**src/rtl/freq_gen.sv**
```systemverilog
// freq_gen: programmable square-wave source, frequency given in kHz.
// A restoring serial divider turns freq_khz into a half-period cycle count
// (HALF_K / freq_khz); a half-period counter toggles wave_out. New periods
// are applied only at a toggle boundary so retunes never produce runt pulses.
// Optional build macro FREQ_GEN_BURST_EN adds burst_len / burst_done: emit a
// fixed number of rising edges, then return to IDLE with wave_out low.
module freq_gen #(
    parameter int CLK_HZ = 50000000,
    parameter int HALF_K = CLK_HZ / 2000,
    parameter int DIV_W  = 16,
    parameter int CNT_W  = 16
) (
    input  logic             clk,
    input  logic             reset_n,
    input  logic             enable,
    input  logic             load,
    input  logic [DIV_W-1:0] freq_khz,
`ifdef FREQ_GEN_BURST_EN
    input  logic [15:0]      burst_len,
    output logic             burst_done,
`endif
    output logic             wave_out,
    output logic             running,
    output logic             div_busy,
    output logic             load_ack
);

    localparam int IT_W = $clog2(DIV_W + 1);
    localparam logic [DIV_W-1:0] HALF_K_V = DIV_W'(HALF_K);
    localparam logic [IT_W-1:0]  IT_LAST  = IT_W'(DIV_W - 1);

    typedef enum logic [1:0] {S_IDLE, S_WAIT, S_RUN} state_t;

    state_t r_state, w_state_nxt;

    // divider state
    logic              r_busy;
    logic [IT_W-1:0]   r_iter;
    logic [DIV_W-1:0]  r_rem;
    logic [DIV_W-1:0]  r_dvd;   // dividend bits shift out, quotient bits shift in
    logic [DIV_W-1:0]  r_dvs;
    logic [DIV_W:0]    w_rem_sh;
    logic [DIV_W:0]    w_diff;
    logic              w_qbit;
    logic [DIV_W-1:0]  w_q_fin;
    logic [CNT_W-1:0]  w_q_clamp;

    // wave generator state
    logic              r_wave, w_wave_nxt;
    logic [CNT_W-1:0]  r_cnt, w_cnt_nxt;
    logic [CNT_W-1:0]  r_half_per, w_half_per_nxt;
    logic [CNT_W-1:0]  r_next_per, w_next_per_nxt;
    logic              r_pend, w_pend_nxt;
    logic              r_ack, w_ack_nxt;

    // control decode
    logic w_start, w_zero_ld, w_div_done, w_done_ok, w_toggle, w_abort;
    logic w_burst_end;

`ifdef FREQ_GEN_BURST_EN
    logic        r_burst_on, w_burst_on_nxt;
    logic [15:0] r_rise_left, w_rise_left_nxt;
    logic        r_bdone, w_bdone_nxt;
`endif

    // Quotient 0 means a frequency above HALF_K: fastest legal wave is a
    // 1-clock half period. Quotients wider than the counter saturate.
    function automatic logic [CNT_W-1:0] clamp_q(input logic [DIV_W-1:0] q);
        logic [DIV_W+CNT_W-1:0] qx;
        qx = {{CNT_W{1'b0}}, q};
        if (q == '0)
            clamp_q = CNT_W'(1);
        else if ((qx >> CNT_W) != '0)
            clamp_q = '1;
        else
            clamp_q = qx[CNT_W-1:0];
    endfunction

    assign w_start    = enable && load && (freq_khz != '0);
    assign w_zero_ld  = enable && load && (freq_khz == '0);
    assign w_div_done = r_busy && (r_iter == IT_LAST);
    assign w_toggle   = (r_state == S_RUN) && (r_cnt == (r_half_per - CNT_W'(1)));

`ifdef FREQ_GEN_BURST_EN
    assign w_burst_end = w_toggle && r_wave && r_burst_on && (r_rise_left == '0);
`else
    assign w_burst_end = 1'b0;
`endif

    assign w_abort   = !enable || w_zero_ld || w_burst_end;
    // A restart in the same cycle as completion discards the stale result.
    assign w_done_ok = w_div_done && !w_start && !w_abort;

    // one restoring step: shift in next dividend bit, trial-subtract divisor
    assign w_rem_sh  = {r_rem, r_dvd[DIV_W-1]};
    assign w_diff    = w_rem_sh - {1'b0, r_dvs};
    assign w_qbit    = ~w_diff[DIV_W];
    assign w_q_fin   = {r_dvd[DIV_W-2:0], w_qbit};
    assign w_q_clamp = clamp_q(w_q_fin);

    // serial divider: start/abort handling and one quotient bit per clock
    always_ff @(posedge clk or negedge reset_n) begin
        if (!reset_n) begin
            r_busy <= 1'b0;
            r_iter <= '0;
            r_rem  <= '0;
            r_dvd  <= '0;
            r_dvs  <= '0;
        end else if (w_abort) begin
            r_busy <= 1'b0;
        end else if (w_start) begin
            r_busy <= 1'b1;
            r_iter <= '0;
            r_rem  <= '0;
            r_dvd  <= HALF_K_V;
            r_dvs  <= freq_khz;
        end else if (r_busy) begin
            r_rem  <= w_qbit ? w_diff[DIV_W-1:0] : w_rem_sh[DIV_W-1:0];
            r_dvd  <= w_q_fin;
            r_iter <= r_iter + IT_W'(1);
            if (r_iter == IT_LAST)
                r_busy <= 1'b0;
        end
    end

    // FSM state register
    always_ff @(posedge clk or negedge reset_n) begin
        if (!reset_n)
            r_state <= S_IDLE;
        else
            r_state <= w_state_nxt;
    end

    // FSM next-state logic; disable, zero load and burst end all force IDLE
    always_comb begin
        w_state_nxt = r_state;
        if (w_abort) begin
            w_state_nxt = S_IDLE;
        end else begin
            case (r_state)
                S_IDLE:  if (w_start)   w_state_nxt = S_WAIT;
                S_WAIT:  if (w_done_ok) w_state_nxt = S_RUN;
                S_RUN:   w_state_nxt = S_RUN;
                default: w_state_nxt = S_IDLE;
            endcase
        end
    end

    // FSM output / datapath next values
    always_comb begin
        w_wave_nxt     = r_wave;
        w_cnt_nxt      = r_cnt;
        w_half_per_nxt = r_half_per;
        w_next_per_nxt = r_next_per;
        w_pend_nxt     = r_pend;
        w_ack_nxt      = 1'b0;
`ifdef FREQ_GEN_BURST_EN
        w_burst_on_nxt  = r_burst_on;
        w_rise_left_nxt = r_rise_left;
        w_bdone_nxt     = 1'b0;
`endif
        if (w_abort) begin
            w_wave_nxt = 1'b0;
            w_cnt_nxt  = '0;
            w_pend_nxt = 1'b0;
`ifdef FREQ_GEN_BURST_EN
            w_bdone_nxt = w_burst_end && enable && !w_zero_ld;
`endif
        end else begin
            case (r_state)
                S_WAIT: begin
                    if (w_done_ok) begin
                        w_half_per_nxt = w_q_clamp;
                        w_cnt_nxt      = '0;
                        w_wave_nxt     = 1'b1;
                        w_ack_nxt      = 1'b1;
`ifdef FREQ_GEN_BURST_EN
                        if (r_burst_on)
                            w_rise_left_nxt = r_rise_left - 16'd1;
`endif
                    end
                end
                S_RUN: begin
                    if (w_toggle) begin
                        w_wave_nxt = ~r_wave;
                        w_cnt_nxt  = '0;
                        if (r_pend) begin
                            w_half_per_nxt = r_next_per;
                            w_pend_nxt     = 1'b0;
                            w_ack_nxt      = 1'b1;
                        end
`ifdef FREQ_GEN_BURST_EN
                        if (!r_wave && r_burst_on)
                            w_rise_left_nxt = r_rise_left - 16'd1;
`endif
                    end else begin
                        w_cnt_nxt = r_cnt + CNT_W'(1);
                    end
                    // retune result waits for the next toggle boundary
                    if (w_done_ok) begin
                        w_next_per_nxt = w_q_clamp;
                        w_pend_nxt     = 1'b1;
                    end
                end
                default: ;
            endcase
`ifdef FREQ_GEN_BURST_EN
            // a fresh start latches the edge budget; a retune keeps it
            if (w_start && r_state != S_RUN) begin
                w_rise_left_nxt = burst_len;
                w_burst_on_nxt  = (burst_len != '0);
            end
`endif
        end
    end

    // datapath registers
    always_ff @(posedge clk or negedge reset_n) begin
        if (!reset_n) begin
            r_wave     <= 1'b0;
            r_cnt      <= '0;
            r_half_per <= '0;
            r_next_per <= '0;
            r_pend     <= 1'b0;
            r_ack      <= 1'b0;
        end else begin
            r_wave     <= w_wave_nxt;
            r_cnt      <= w_cnt_nxt;
            r_half_per <= w_half_per_nxt;
            r_next_per <= w_next_per_nxt;
            r_pend     <= w_pend_nxt;
            r_ack      <= w_ack_nxt;
        end
    end

`ifdef FREQ_GEN_BURST_EN
    // burst edge budget and completion pulse
    always_ff @(posedge clk or negedge reset_n) begin
        if (!reset_n) begin
            r_burst_on  <= 1'b0;
            r_rise_left <= '0;
            r_bdone     <= 1'b0;
        end else begin
            r_burst_on  <= w_burst_on_nxt;
            r_rise_left <= w_rise_left_nxt;
            r_bdone     <= w_bdone_nxt;
        end
    end

    assign burst_done = r_bdone;
`endif

    assign wave_out = r_wave;
    assign running  = (r_state == S_RUN);
    assign div_busy = r_busy;
    assign load_ack = r_ack;

endmodule

```
**config.mk**
```make
export PLATFORM = sky130hd
export DESIGN_NAME = freq_gen
export DESIGN_NICKNAME = d
export VERILOG_FILES = /design/src/rtl/freq_gen.sv
export SDC_FILE = /design/constraint.sdc
export NUM_CORES = 1
export LEC_CHECK = 0
export BUFFER_PORTS_ARGS = -buffer_cell sky130_fd_sc_hd__buf_4
export CAP_MARGIN = 20
export CORE_MARGIN = 4
export CORE_UTILIZATION = 56
export DETAILED_ROUTE_END_ITERATION = 10
export PLACE_DENSITY_LB_ADDON = 0.15
export SYNTH_ARGS = -nofsm -noshare
export SYNTH_HDL_FRONTEND = slang
export SYNTH_SLANG_ARGS = --single-unit
```
**constraint.sdc**
```tcl
create_clock -name clk -period 3.1 [get_ports clk]
set_clock_uncertainty 0.2 [all_clocks]
set_input_delay 0.155 -clock clk [delete_from_list [all_inputs] [get_ports clk]]
set_output_delay 0.155 -clock clk [all_outputs]
set_load 0.1 [all_outputs]
```
== After elaboration in Yosys (flattened, before gate mapping) ==
Cells that the tools add are included.
Storage, ports and cells
  register bits after elaboration: 107
  input port bits: 20
  output and inout port bits: 4
  logic and storage cells: 94
Cells by class
  add/subtract/negate cells: 4
  equality and inequality tests: 10
  mux-type cells: 37
  bitwise gates (word level): 3
  reductions and logical operators: 28
Operators by type and width (count)
  $mux W16: 12
  $pmux W16 S2: 2
  $logic_not A16 Y1: 2
  $sub A17 B16 Y17: 1
  $add A16 B1 Y16 const B: 1
  $eq A16 B16 Y1: 1
  $reduce_bool A16 Y1: 1
  $sub A16 B1 Y16 const B: 1
  $mux W1: 15
  $mux W5: 2
  $reduce_and A2 Y1: 5
  $logic_and A1 B1 Y1: 7
  $mux W2: 3
  $ne A3 B3 Y1 const B: 2
  $pmux W2 S3: 1
  $reduce_and A3 Y1: 2
  $reduce_bool A2 Y1: 3
  $reduce_bool A3 Y1: 2
  $add A5 B1 Y5 const B: 1
  $eq A5 B4 Y1 const B: 1
  $reduce_and A5 Y1: 1
  $ne A2 B1 Y1 const B: 2
  $pmux W1 S2: 2
  $logic_not A1 Y1: 3
  other kinds (7): 9

== Logic depth before layout (Yosys ltp) ==
Gate-level depths: netlist of run 1.
  depth after elaboration: 8
  depth in mapped cells: 12
  gate-level depth less buffers: 11

== Worst setup path before layout of run 1 ==
OpenSTA, ideal clock, no wires.
  path kind: register -> register
  from: reg r_dvd[15]
  to: reg r_rem[2]
  library setup time: 135 ps
  arrival: 2910 ps
  data required time: 2765 ps
  setup slack: -145 ps
  stages on the path, launching flop included: 13
  path buffers: 1
  period minus slack after synthesis: 3245 ps
  path through: dfrtp_1 > inv_1 > ha_1 > fa_1 > nand2b_1 > a21o_1 > a211o_1 > a21oi_1 > nor2_1 > o311ai_1 > clkbuf_1 > mux2i_1 > o21ai_0
On the way
  word-level cells in the longest chain between the ends: 4
Ends and longest elaborated chain
  from (decl): RTL line 40  | logic [DIV_W-1:0] r_dvd;
  from (signal assigned): RTL line 119  | r_dvd <= w_q_fin;
  $sub A17 B16 Y17: RTL line 96  | assign w_diff = w_rem_sh - {1'b0, r_dvs};
  $mux W16: RTL line 118  | r_rem <= w_qbit ? w_diff[DIV_W-1:0] : w_rem_sh[DIV_W-1:0];
  $mux W16: RTL line 117  | end else if (r_busy) begin
  $mux W16: RTL line 111  | end else if (w_start) begin
  to (signal assigned): RTL line 118
  to (decl): RTL line 39  | logic [DIV_W-1:0] r_rem;
No other way between the ends. The select of a mux whose other input is x is not followed.
A chain may end at the register's enable or synchronous reset.

== Worst setup path in the final report of run 1 ==
  from: reg r_half_per[5]
  to: reg r_wave (netlist: wave_out)
On the way
  word-level cells in the longest chain between the ends: 5
Ends and longest elaborated chain
  from (decl): RTL line 51  | logic [CNT_W-1:0] r_half_per, w_half_per_nxt;
  from (signal assigned): RTL line 229  | r_half_per <= w_half_per_nxt;
  $sub A16 B1 Y16: RTL line 82  | assign w_toggle = (r_state == S_RUN) && (r_cnt == (r_half_per - CNT_W'(1)));
  $eq A16 B16 Y1: RTL line 82
  $logic_and A1 B1 Y1: RTL line 82
  $ne A3 B1 Y1 (no source line)
  $reduce_and A3 Y1 (no source line)
  to (signal assigned): RTL line 227  | r_wave <= w_wave_nxt;
  to (decl): RTL line 49  | logic r_wave, w_wave_nxt;
No other way between the ends.

==> metrics, run 1 <==
pin count of the biggest net entering global routing=50; htree depth=3; io pins=24; wirelength, routed=14.5 mm; top_reg_cell synth=dfrtp_1; CTS tree=yes; Avg Cell Area, Syn=9.41 sq um; period utilization=98.2%; Worst R2R Setup Slack=60 ps; Rows=37; gr usage total=22.9%; die height=112 microns; Area Growth Syn to Fin=18.3%; P_leak=3.19 nW; post-layout min period=3040 ps; reg-to-reg startpoint=r_half_per[5]$_DFFE_PN0P_; initial DRC count=384; Post-DP Area=0.00657 sq mm; Critical Path AT=3140 ps; share of async-settable or async-resettable flops after synthesis=100%; ANT cells=0; RSZ-0062 raised after global routing=true; min-delay worst type=input pin to async pin; Cells after Synth=650; DRT Pass-1 Iters=6; worst r2r path cells=9; Critical Path Start=r_half_per[5]$_DFFE_PN0P_; Startpoint Class=register; Hold Fails Final Rpt=0; Setup Viol. Count Final=0; first-pass GRT wire length=24.1 mm; WL/cell=17.0 microns; number of synthesized flops with an enable pin=0; post-DP HPWL=9.65 mm; number of global-route vias before repair=5056; vias per std cell=5.97; Cell variety after synth=66; f_max=329 MHz; Final #Nets=757; CP Max Fanout=17; Longest Clk Path Bufs=2; design area=0.00723 sq mm; Synth Register Bits=107; CP endpoint=wave_out$_DFFE_PN0P_; pwr dens=408 mW/mm^2; remaining global-route overflow=0; clk slew on worst S/H paths=100 ps; initial core utilization=58.4%; initial antenna violation count=0; Final WS setup=57.2 ps; clk sinks=107; ANT nets after route=0; Yosys warnings=0; Req. time, crit path=3190 ps; clk_lat worst skew=390 ps; fraction of the yosys area taken by sequential cells=43.8%; total CTS buffers=9; IO buf count=23; CP Class=register to register; gpl congestion=0.911; Die Wd=112 microns; share of post-route cells with drive strength above 1=16.7%; Root Buffer=clkbuf_8; Max Transition Viols Final=0; DRC=0; DP Worst Slack=-58.6 ps; Setup crit end kind=register; Post-Syn Nets=694; Worst IR Drop VDD=0.291 mV; max cap viols=0; Slew HR=56.0%; status=complete, no violations; Cell Area, Synth=0.00611 sq mm; Critical R2R Capture=wave_out$_DFFE_PN0P_; worst-margin pin slew=661 ps; via count=5102; Core Area=0.0105 sq mm; Die ar.=0.0127 sq mm
-- cells by family after synthesis --
family	after synthesis	synth area share (%)
AO/OA/AOI/OAI	149	16.3
multiplexers	36	6.24
flip-flops	107	43.8
buffers and inverters	62	4.34
AND/OR/NAND/NOR	231	18.5
XOR/XNOR	41	5.87
adder cells (fa/ha/maj)	24	5.03
-- synth_stat cells, drive strengths merged (19+ instances only) --
| library cell | count | area (sq um) |
|---|---|---|
| nor2 | 41 | 154 |
| nand3 | 31 | 155 |
| o21ai | 46 | 230 |
| dfrtp | 107 | 2680 |
| ha | 23 | 288 |
| inv | 33 | 124 |
| mux2i | 19 | 190 |
| a21oi | 26 | 141 |
| nand2 | 83 | 314 |
| clkbuf | 21 | 78.8 |
| xnor2 | 24 | 210 |
| o21a | 19 | 143 |
-- worst max-delay path, cell delays in order, from the launching register on --
cell,delay [ps]
dfrtp_1,390
or4_4,590
nor4_4,200
nand3b_1,130
a311oi_1,270
a41oi_1,90
or4b_1,540
buf_6,190
nor3b_1,160
nor4_2,200
-- where the power goes --
group	internal, W	leakage, nW	switching (W)
combinational	0.000240	1.68	0.000383
sequential	0.00146	1.43	0.0000556
clock	0.000318	0.0859	0.000498
total	0.00202	3.19	0.000937
-- flip-flops by register name, indices dropped and copies added, names as in the netlist --
| name | count |
|---|---|
| r_half_per | 16 |
| r_next_per | 16 |
| r_dvd | 16 |
| wave_out | 1 |
| r_dvs | 16 |
| r_state | 2 |
| r_cnt | 16 |
| div_busy | 1 |
| load_ack | 1 |
| r_iter | 5 |
| r_rem | 16 |
| r_pend | 1 |
-- layout by cell type, fill, tap and decap left out, drive strengths merged, types with 11 or more instances in the layout --
master / netlist / final
mux2: 17 / 17
xor2: 17 / 17
dfrtp: 107 / 107
nor3: 11 / 11
o21a: 19 / 19
o21ai: 46 / 46
nand4: 17 / 17
nand3: 31 / 31
ha: 23 / 23
nor2: 41 / 41
xnor2: 24 / 24
dlygate4sd3: 0 / 20
buf: 8 / 57
a21oi: 26 / 27
nand2: 83 / 83
o22a: 15 / 15
inv: 33 / 34
nor4: 11 / 11
clkbuf: 21 / 13
mux2i: 19 / 19
-- final cells by class --
class	instances	area, sq um
Fill cell	812	3230
Tap cell	136	170
Timing Repair Buffer	80	751
Clock inverter	5	37.5
Clock buffer	11	141
Sequential cell	107	2680
Inverter	33	124
Multi-Input combinational cell	482	3330
-- per-layer routing --
layer | GRT usage (%) | up-vias | wire, microns
met3 | 4.64 | 34 | 518
met2 | 41.1 | 129 | 7450
li1 | - | 2454 | -
met5 | 0 | - | 0
met1 | 27.8 | 2485 | 6150
met4 | 6.97 | 0 | 369
-- worst min path at each step --
stage | start | endpoint | cells after the start
5_1_grt | reset_n | r_next_per[6]$_DFFE_PN0P_ | 2
3_3_place_gp | reset_n | r_cnt[2]$_DFFE_PN0P_ | 1
2_1_floorplan | reset_n | div_busy$_DFF_PN0_ | 0
3_5_place_dp | reset_n | r_cnt[2]$_DFFE_PN0P_ | 1
4_1_cts | reset_n | r_half_per[1]$_DFFE_PN0P_ | 2
6_report | reset_n | r_cnt[2]$_DFFE_PN0P_ | 2
-- through the flow --
| stage | power (W) | util (%) | std cells | setup TNS (ps) | hold slack (ps) |
|---|---|---|---|---|---|
| 6_report | 0.00295 | 69.1 | 854 | 0 | 139 |
| 5_1_grt | 0.00311 | 69.1 | 854 | -900 | 193 |
| 3_3_place_gp | 0.00208 | 62.7 | 808 | 0 | 15.2 |
| 4_1_cts | 0.00294 | 67.4 | 849 | -0.795 | 142 |
| 3_5_place_dp | 0.00210 | 62.7 | 808 | -192 | 21.5 |
| 2_1_floorplan | 0.00192 | - | 650 | 0 | -341 |
-- what timing repair did --
item,4_1_cts,5_1_grt
pin swaps,2,22
setup endpoints to repair,37,51
cloned,2,3
setup buffers,3,3
hold buffers,20,0
resized for setup,7,25
endpoints found under the hold margin,65,0
(Power assumes the default switching activity.)
==> run 2: changes to the inputs <==
--- a/config.mk
+++ b/config.mk
@@ -10,7 +10,7 @@
 export CORE_MARGIN = 4
 export CORE_UTILIZATION = 56
 export DETAILED_ROUTE_END_ITERATION = 10
-export PLACE_DENSITY_LB_ADDON = 0.15
+export PLACE_DENSITY = 0.76
 export SYNTH_ARGS = -nofsm -noshare
 export SYNTH_HDL_FRONTEND = slang
 export SYNTH_SLANG_ARGS = --single-unit
==> metrics, run 2 (synthesized netlist as in run 1, its figures left out) <==
Root Buffer=clkbuf_8; WL/cell=17.3 microns; CTS tree=yes; period utilization=101%; clk slew on worst S/H paths=100 ps; post-DP HPWL=9.92 mm; footprint of the multi-input gates=0.00333 sq mm; f_max=318 MHz; CP Class=register to register; commonest non-fill, non-tap cell in the layout=dfrtp_1; setup tns final=-126 ps; clk sinks=107; vias per std cell=6.06; Layout Cells excl Fill=850; post-layout min period=3140 ps; Longest Clk Path Bufs=2; Hold Fails Final Rpt=0; CP max stage cell=dfrtp_1; Die ar.=0.0127 sq mm; remaining global-route overflow=0; Rows=37; internal power=0.00212 W; first-pass GRT wire length=24.9 mm; wirelength, routed=14.7 mm; Setup Viol. Count Final=7; Critical R2R Capture=r_rem[8]$_DFFE_PN0P_; Clk pwr share=29.9%; gr usage total=24.1%; htree depth=3; io pins=24; IO buf count=23; number of global-route vias before repair=5194; worst-margin pin slew=1070 ps; Fill cells=773; Setup crit end kind=register; die height=112 microns; ANT nets after route=0; reg-to-reg startpoint=r_dvs[0]$_DFFE_PN0P_; P_leak=3.17 nW; Final WS setup=-42.2 ps; worst r2r path cells=12; Reg area=0.00268 sq mm; Psw=0.000940 W; most frequent cells in the layout=dfrtp_1 (107), nand2_1 (82), buf_4 (53); Flop pwr share=49.6%; Placed Cells=808; via count=5150; total CTS buffers=9; initial DRC count=452; Final #Nets=753; Req. time, crit path=3140 ps; ANT cells=0; share of post-route cells with drive strength above 1=17.1%; Sw Share=30.7%; min-delay src=load; Critical Path Start=r_dvs[0]$_DFFE_PN0P_; CP Max Fanout=6; Core Area=0.0105 sq mm; CP cell instances=ha_4, fa_2, nand2b_4, a21o_1, a211o_1, a21oi_2, nor2_2, o311ai_4, buf_12, buf_12, mux2i_2, o21ai_1; initial antenna violation count=0; failing checks=setup timing; clk_lat worst skew=390 ps; Max Transition Viols Final=0; DRT Pass-1 Iters=5; pin count of the biggest net entering global routing=63; CP endpoint=r_rem[8]$_DFFE_PN0P_; DRC=0; RSZ-0062 raised after global routing=true; Critical Path AT=3180 ps; Startpoint Class=register; Die Wd=112 microns; max cap viols=0; status=finished, violations left; Worst R2R Setup Slack=-40 ps; Top cell by count, worst path=buf_12; Slew HR=28.4%; pwr dens=426 mW/mm^2; critical path's largest stage delay=420 ps; initial core utilization=58.4%; Area Growth Syn to Fin=17.5%; Worst IR Drop VDD=0.406 mV; min-delay worst type=input pin to register; logic gate share of total power=20.5%; gpl congestion=0.874
[run 2: power by group through the flow]
stage | sequential (W) | combinational (W) | clock, W
floorplan | 0.00156 | 0.000362 | 0
global placement | 0.00154 | 0.000534 | 0
detailed placement | 0.00154 | 0.000560 | 0
CTS | 0.00151 | 0.000590 | 0.000933
global route | 0.00152 | 0.000686 | 0.000998
finish | 0.00152 | 0.000626 | 0.000916
[run 2: stage by stage]
step           cell area [sq um]  util (%)  hold slack [ps]  total power [W]  setup WS (ps)
3_5_place_dp                6570      62.7             70.2          0.00210           -125
6_report                    7190      68.7             46.0          0.00306          -42.2
3_3_place_gp                6570      62.7             68.0          0.00207          -7.36
5_1_grt                     7190      68.7             52.7          0.00321           -136
2_1_floorplan               6120         -             -341          0.00192           15.2
4_1_cts                     7040      67.3             5.50          0.00304           6.10
[run 2: worst max-delay path, delay by kind of cell (launching register included)]
family,cells,cell delay (ps)
flip-flops,1,420
multiplexers,1,250
AO/OA/AOI/OAI,5,1110
adder cells (fa/ha/maj),2,510
AND/OR/NAND/NOR,2,220
buffers and inverters,2,280
[run 2: repair_timing]
action / in CTS / in global routing
setup buffers: 4 / 3
endpoints found under the hold margin: 78 / 0
cloned: 1 / 0
resized for setup: 7 / 31
endpoints found under the setup margin: 34 / 48
pin swaps: 3 / 14
hold buffers: 18 / 0
[run 2: final cells by class]
type / instances / share of cell area (%)
Sequential cell: 107 / 37.3
Multi-Input combinational cell: 482 / 46.4
Clock inverter: 5 / 0.836
Clock buffer: 11 / 2.11
Timing Repair Buffer: 76 / 9.32
Tap cell: 136 / 2.37
Inverter: 33 / 1.72
[run 2: worst min-delay path by stage]
stage / to / cells past startpoint
after floorplan: div_busy$_DFF_PN0_ / 0
after global placement: r_iter[3]$_DFFE_PN0P_ / 1
after detailed placement: r_iter[3]$_DFFE_PN0P_ / 1
after CTS: r_state[1]$_DFFE_PN0P_ / 5
after global routing: r_state[1]$_DFFE_PN0P_ / 5
final: r_state[1]$_DFFE_PN0P_ / 5
[run 2: per-layer routing]
layer	share of wire [%]	global-route usage (%)	wire length [microns]
met1	44	31.7	6490
met2	48	39.7	7130
met3	5.0	5.12	737
met4	2.5	8.01	364
met5	0	0	0
